==> src/rtl/baud_gen_frac.sv <==
// Fractional baud generator: os_tick every div_int + div_frac/2^FRAC_W clocks, baud_tick every OVERSAMPLE os_ticks.
// All outputs registered; divisor updates are shadowed and applied only on period boundaries.
module baud_gen_frac #(
   parameter int DIV_W      = 16,
   parameter int FRAC_W     = 4,
   parameter int OVERSAMPLE = 16,
   parameter int RESET_DIV  = 651,
   parameter int RESET_FRAC = 1
) (
   input  logic              clk,
   input  logic              rst,
   input  logic              en,
   input  logic [DIV_W-1:0]  div_int,
   input  logic [FRAC_W-1:0] div_frac,
   input  logic              div_load,
   input  logic              sync_clr,
   output logic              os_tick,
   output logic              baud_tick,
   output logic              cfg_err
);

   localparam int                OS_W     = $clog2(OVERSAMPLE);
   localparam logic [OS_W-1:0]   OS_LAST  = OS_W'(OVERSAMPLE - 1);
   localparam logic [DIV_W-1:0]  RST_INT  = DIV_W'(RESET_DIV);
   localparam logic [FRAC_W-1:0] RST_FRAC = FRAC_W'(RESET_FRAC);
   localparam logic              RST_ERR  = (RESET_DIV < 2);

   logic [DIV_W-1:0]  act_int_q, act_int_d;
   logic [FRAC_W-1:0] act_frac_q, act_frac_d;
   logic [DIV_W-1:0]  shd_int_q, shd_int_d;
   logic [FRAC_W-1:0] shd_frac_q, shd_frac_d;
   logic              pend_q, pend_d;
   logic [DIV_W-1:0]  cnt_q, cnt_d;
   logic [FRAC_W-1:0] frac_acc_q, frac_acc_d;
   logic [OS_W-1:0]   os_cnt_q, os_cnt_d;
   logic              os_tick_q, os_tick_d;
   logic              baud_tick_q, baud_tick_d;
   logic              cfg_err_q, cfg_err_d;

   logic [FRAC_W:0]   frac_sum;
   logic [DIV_W:0]    last_cnt;
   logic              act_bad;
   logic              period_end;
   logic              apply_new;
   logic              apply_shd;

   // The fractional carry stretches this period by one clock.
   assign frac_sum = {1'b0, frac_acc_q} + {1'b0, act_frac_q};
   assign last_cnt = {1'b0, act_int_q} + {{DIV_W{1'b0}}, frac_sum[FRAC_W]} - {{DIV_W{1'b0}}, 1'b1};
   assign act_bad  = (act_int_q < DIV_W'(2));

   // >= rather than == so a smaller divisor loaded while frozen still ends the period.
   assign period_end = en && !sync_clr && !act_bad && ({1'b0, cnt_q} >= last_cnt);

   assign apply_new = div_load && (sync_clr || !en);
   assign apply_shd = pend_q && (sync_clr || period_end || act_bad);

   always_comb begin
      act_int_d   = act_int_q;
      act_frac_d  = act_frac_q;
      shd_int_d   = shd_int_q;
      shd_frac_d  = shd_frac_q;
      pend_d      = pend_q;
      cnt_d       = cnt_q;
      frac_acc_d  = frac_acc_q;
      os_cnt_d    = os_cnt_q;
      os_tick_d   = 1'b0;
      baud_tick_d = 1'b0;
      cfg_err_d   = act_bad;

      if (div_load) begin
         shd_int_d  = div_int;
         shd_frac_d = div_frac;
      end

      // A load in the same cycle as a shadow apply stays pending for the next boundary.
      if (apply_new) begin
         act_int_d  = div_int;
         act_frac_d = div_frac;
         pend_d     = 1'b0;
      end else if (apply_shd) begin
         act_int_d  = shd_int_q;
         act_frac_d = shd_frac_q;
         pend_d     = div_load;
      end else if (div_load) begin
         pend_d = 1'b1;
      end

      if (sync_clr) begin
         cnt_d      = '0;
         frac_acc_d = '0;
         os_cnt_d   = '0;
      end else if (en) begin
         if (act_bad) begin
            cnt_d = '0;
         end else if (period_end) begin
            cnt_d       = '0;
            frac_acc_d  = frac_sum[FRAC_W-1:0];
            os_cnt_d    = (os_cnt_q == OS_LAST) ? '0 : os_cnt_q + OS_W'(1);
            os_tick_d   = 1'b1;
            baud_tick_d = (os_cnt_q == OS_LAST);
         end else begin
            cnt_d = cnt_q + DIV_W'(1);
         end
      end
   end

   always_ff @(posedge clk or negedge rst) begin
      if (!rst) begin
         act_int_q   <= RST_INT;
         act_frac_q  <= RST_FRAC;
         shd_int_q   <= RST_INT;
         shd_frac_q  <= RST_FRAC;
         pend_q      <= 1'b0;
         cnt_q       <= '0;
         frac_acc_q  <= '0;
         os_cnt_q    <= '0;
         os_tick_q   <= 1'b0;
         baud_tick_q <= 1'b0;
         cfg_err_q   <= RST_ERR;
      end else begin
         act_int_q   <= act_int_d;
         act_frac_q  <= act_frac_d;
         shd_int_q   <= shd_int_d;
         shd_frac_q  <= shd_frac_d;
         pend_q      <= pend_d;
         cnt_q       <= cnt_d;
         frac_acc_q  <= frac_acc_d;
         os_cnt_q    <= os_cnt_d;
         os_tick_q   <= os_tick_d;
         baud_tick_q <= baud_tick_d;
         cfg_err_q   <= cfg_err_d;
      end
   end

   assign os_tick   = os_tick_q;
   assign baud_tick = baud_tick_q;
   assign cfg_err   = cfg_err_q;

endmodule

==> config.mk <==
export PLATFORM = sky130hd
export DESIGN_NAME = baud_gen_frac
export DESIGN_NICKNAME = d
export VERILOG_FILES = /design/src/rtl/baud_gen_frac.sv
export SDC_FILE = /design/constraint.sdc
export NUM_CORES = 1
export LEC_CHECK = 0
export CAP_MARGIN = 15
export CORE_MARGIN = 4
export CORE_UTILIZATION = 53
export DETAILED_ROUTE_END_ITERATION = 7
export HOLD_SLACK_MARGIN = 0.1
export PLACE_DENSITY = 0.78
export SETUP_SLACK_MARGIN = 0.3
export SLEW_MARGIN = 20
export SYNTH_ARGS = -nofsm -noshare
export SYNTH_HDL_FRONTEND = slang
export SYNTH_SLANG_ARGS = --single-unit
==> constraint.sdc <==
create_clock -name clk -period 3.58 [get_ports clk]
set_clock_uncertainty 0.05 [all_clocks]
set_input_delay 0.716 -clock clk [delete_from_list [all_inputs] [get_ports clk]]
set_output_delay 0.716 -clock clk [all_outputs]
set_load 0.03 [all_outputs]
==> results.sh <==
export IMPL_core_mm2=0.00725
export IMPL_startpoint="frac_acc_q[0]$_DFFE_PN0P_"
export IMPL_r2r_slack_ns=-0.29
export IMPL_nets=492
export IMPL_p_comb_frac=0.185
export IMPL_post_route_min_period_ns=3.87
export IMPL_swShare=0.279
export IMPL_dr_pass1_iters=4
export IMPL_ys_warn_count=0
export IMPL_hold_viol_final=0
export IMPL_pwr_share_clk=0.362
export IMPL_most_common_layout_cells="dfrtp_1 (56), nor2_1 (41), o211ai_1 (36)"
export IMPL_cts_tree="built"
export IMPL_die_w_um=94.4
export IMPL_layout_drive_gt1_share=0.284
export IMPL_place_congestion=0.895
export IMPL_reg2regPathDepth=18
export IMPL_r2r_start="frac_acc_q[0]$_DFFE_PN0P_"
export IMPL_p_switching_uw=554
export IMPL_die_area_mm2=0.00890
export IMPL_wl_per_cell_um=17.5
export IMPL_arrival_ns=4.06
export IMPL_postCtsHoldBufs=0
export IMPL_root_buffer="clkbuf_8"
export IMPL_slew_viol_final=0
export IMPL_ys_types=49
export IMPL_synthTopCellsByArea="dfrtp_1 (35%), dfstp_2 (8.0%), ha_1 (7.6%)"
export IMPL_post_synth_top_area_fraction=0.355
export IMPL_grt_setup_unrepaired="yes"
export IMPL_yosys_register_bits=68
export IMPL_clk_path_buf_depth=2
export IMPL_powerDensity_mw_per_mm2=392
export IMPL_tightestPinTransition_ns=0.857
export IMPL_syn2layout_area_growth_pct=28.0
export IMPL_r2r_end="os_cnt_q[3]$_DFFE_PN0P_"
export IMPL_min_delay_start="shd_int_q[14]$_DFFE_PN0P_"
export IMPL_grt_max_degree=69
export IMPL_synth_edf_count=0
export IMPL_final_common_cell="dfrtp_1"
export IMPL_dp_slack_ns=-0.308
export IMPL_crit_type="register to register"
export IMPL_internal_power_mw=1.43
export IMPL_timing_hold_ws_ns=0.452
export IMPL_power_total_mw=1.98
export IMPL_fin_crit_sh=1.08
export IMPL_row_count=31
export IMPL_drt_vias_per_instance=5.96
export IMPL_violations="setup timing"
export IMPL_p_leak_nw=2.04
export IMPL_whs_path_depth=1
export IMPL_cp_end_kind="register"
export IMPL_num_vias=3255
export IMPL_n_antenna_cell=0
export IMPL_status="complete, but fails checks"
export IMPL_synth_top_area_cell="dfrtp_1"
export IMPL_min_to="shd_int_q[14]$_DFFE_PN0P_"
export IMPL_clk_pin_slew_ns=0.08
export IMPL_finalWorstSetupSlack_ns=-0.292
export IMPL_worstSkewPairLatency_ns=0.35
export IMPL_initial_core_util=0.545
export IMPL_gr_total_overflow=0
export IMPL_drv_cap=0
export IMPL_ant_nets=0
export IMPL_grt_use_total=0.218
export IMPL_syn_area_mm2=0.00395
export IMPL_fp_dieH_um=94.4
export IMPL_numCtsBuffers=9
export IMPL_slew_headroom=0.428
export IMPL_synth_flop_cell="dfrtp_1"
export IMPL_drc=0
export IMPL_crit_required_ns=3.77
export IMPL_critPathMaxFanout=8
export IMPL_drt_iter0_drc=173
export IMPL_htree_levels=3
export IMPL_grt_pass1_wl_um=15200
export IMPL_startpoint_type="register"
export IMPL_ir_worst_vdd_mv=0.275
export IMPL_clock_sinks=68
export IMPL_dpl_hpwl_um=6240
export IMPL_hp_class="register to register"
export IMPL_synth_cells=392
export IMPL_syn_avg_cell_area_um2=10.1
export IMPL_seqPwrFrac=0.453
export IMPL_synth_seq_area_share=0.434
export IMPL_numPortBuffers=27
export IMPL_async_reset_ff_frac=1.00
export IMPL_fmax_ghz=0.258
export IMPL_syn_num_nets=442
export IMPL_setup_viol=47
export IMPL_wl_um=9570
export IMPL_grt_pass1_vias=3259
export IMPL_antenna_found_initial=0
export IMPL_ios=28
==> stage by stage <==
step           utilization  instance area [um2]  cells  TNS [ns]
2_1_floorplan            -                 4020    392   -0.0373
3_3_place_gp         0.625                 4530    522     -5.80
3_5_place_dp         0.625                 4530    522    -10.26
4_1_cts              0.673                 4880    542     -8.26
5_1_grt              0.698                 5060    546    -20.64
6_report             0.698                 5060    546    -10.28
==> cell type report <==
cell class,count,area (um2)
multi-input combinational,287,2350
fill,529,2190
sequential,68,1720
timing repair buffer,60,587
clock buffer,11,141
tap,99,124
clock inverter,5,83.8
inverter,16,60.1
==> cell usage after synthesis, types with 5 or more instances <==
cell / n
o21ai_0: 5
o211ai_1: 36
xor2_1: 9
dfrtp_1: 56
a21oi_1: 12
dfstp_2: 12
nor3_1: 8
nand4_1: 5
xnor2_1: 18
buf_2: 6
nand2_1: 18
clkbuf_1: 14
nand3_1: 10
mux2_2: 21
a21o_1: 5
a31oi_1: 22
ha_1: 24
inv_1: 15
nor4_1: 5
nor2_1: 46
==> worst max-delay path by stage <==
stage	slack, ns	cells past startpoint	end
final	-0.29	18	os_cnt_q[3]$_DFFE_PN0P_
after global placement	-0.20	18	act_int_q[14]$_DFFE_PN0P_
after global routing	-0.53	13	act_int_q[2]$_DFFE_PN0P_
after CTS	-0.27	19	act_int_q[2]$_DFFE_PN0P_
after floorplan	-0.005	20	act_int_q[2]$_DFFE_PN0P_
after detailed placement	-0.31	18	act_int_q[14]$_DFFE_PN0P_
==> routing by layer <==
layer | vias to the layer above | global-route usage | routed length (um)
li1 | 1546 | - | -
met4 | 0 | 0.0830 | 201
met1 | 1618 | 0.276 | 4100
met3 | 17 | 0.0462 | 400
met5 | - | 0 | 0
met2 | 74 | 0.365 | 4870
==> logic make-up (layout without fill, tap and decap cells) <==
| family | after synthesis | in the layout | share of synthesized area |
|---|---|---|---|
| and+or+nand+nor | 111 | 111 | 0.136 |
| AOI/OAI and AO/OA | 101 | 101 | 0.185 |
| DFF | 68 | 68 | 0.434 |
| buffers and inverters | 37 | 92 | 0.0389 |
| xor gates and xnor gates | 27 | 27 | 0.0598 |
| adders and majority gates | 25 | 25 | 0.0810 |
| muxes | 23 | 23 | 0.0649 |
==> flip-flops by register name (all words and copies together) (netlist names) <==
register / cells
pend_q: 1
act_frac_q: 4
os_tick: 1
shd_frac_q: 4
cnt_q: 16
shd_int_q: 16
os_cnt_q: 4
cfg_err: 1
act_int_q: 16
baud_tick: 1
frac_acc_q: 4
==> worst max-delay path, stage by stage, from the launching register on <==
cell and delay [ns]:
dfrtp_1 0.42, ha_4 0.18, inv_2 0.05, fa_2 0.19, inv_2 0.03, a21o_1 0.15
a21oi_2 0.18, ha_4 0.19, ha_4 0.17, inv_2 0.05, or3_1 0.31, xor2_1 0.16
ha_1 0.29, nand4_1 0.12, a21oi_2 0.20, o311ai_4 0.13, a31o_4 0.31, o311a_1 0.34
a31o_2 0.22
==> what timing repair did <==
action | 4_1_cts | 5_1_grt
setup buffers | 3 | 3
hold endpoints to repair | 0 | 0
pin swaps | 15 | 37
gates resized for setup | 20 | 24
gates cloned | 1 | 1
setup endpoints to repair | 47 | 47
==> power by group through the flow <==
stage,registers [mW],logic [mW],clock network [mW]
CTS,0.891,0.339,0.731
finish,0.897,0.366,0.718
global route,0.904,0.402,0.767
detailed placement,0.904,0.329,0
floorplan,0.891,0.211,0
global placement,0.900,0.315,0
No activity file was read; power rests on OpenSTA's default activity.
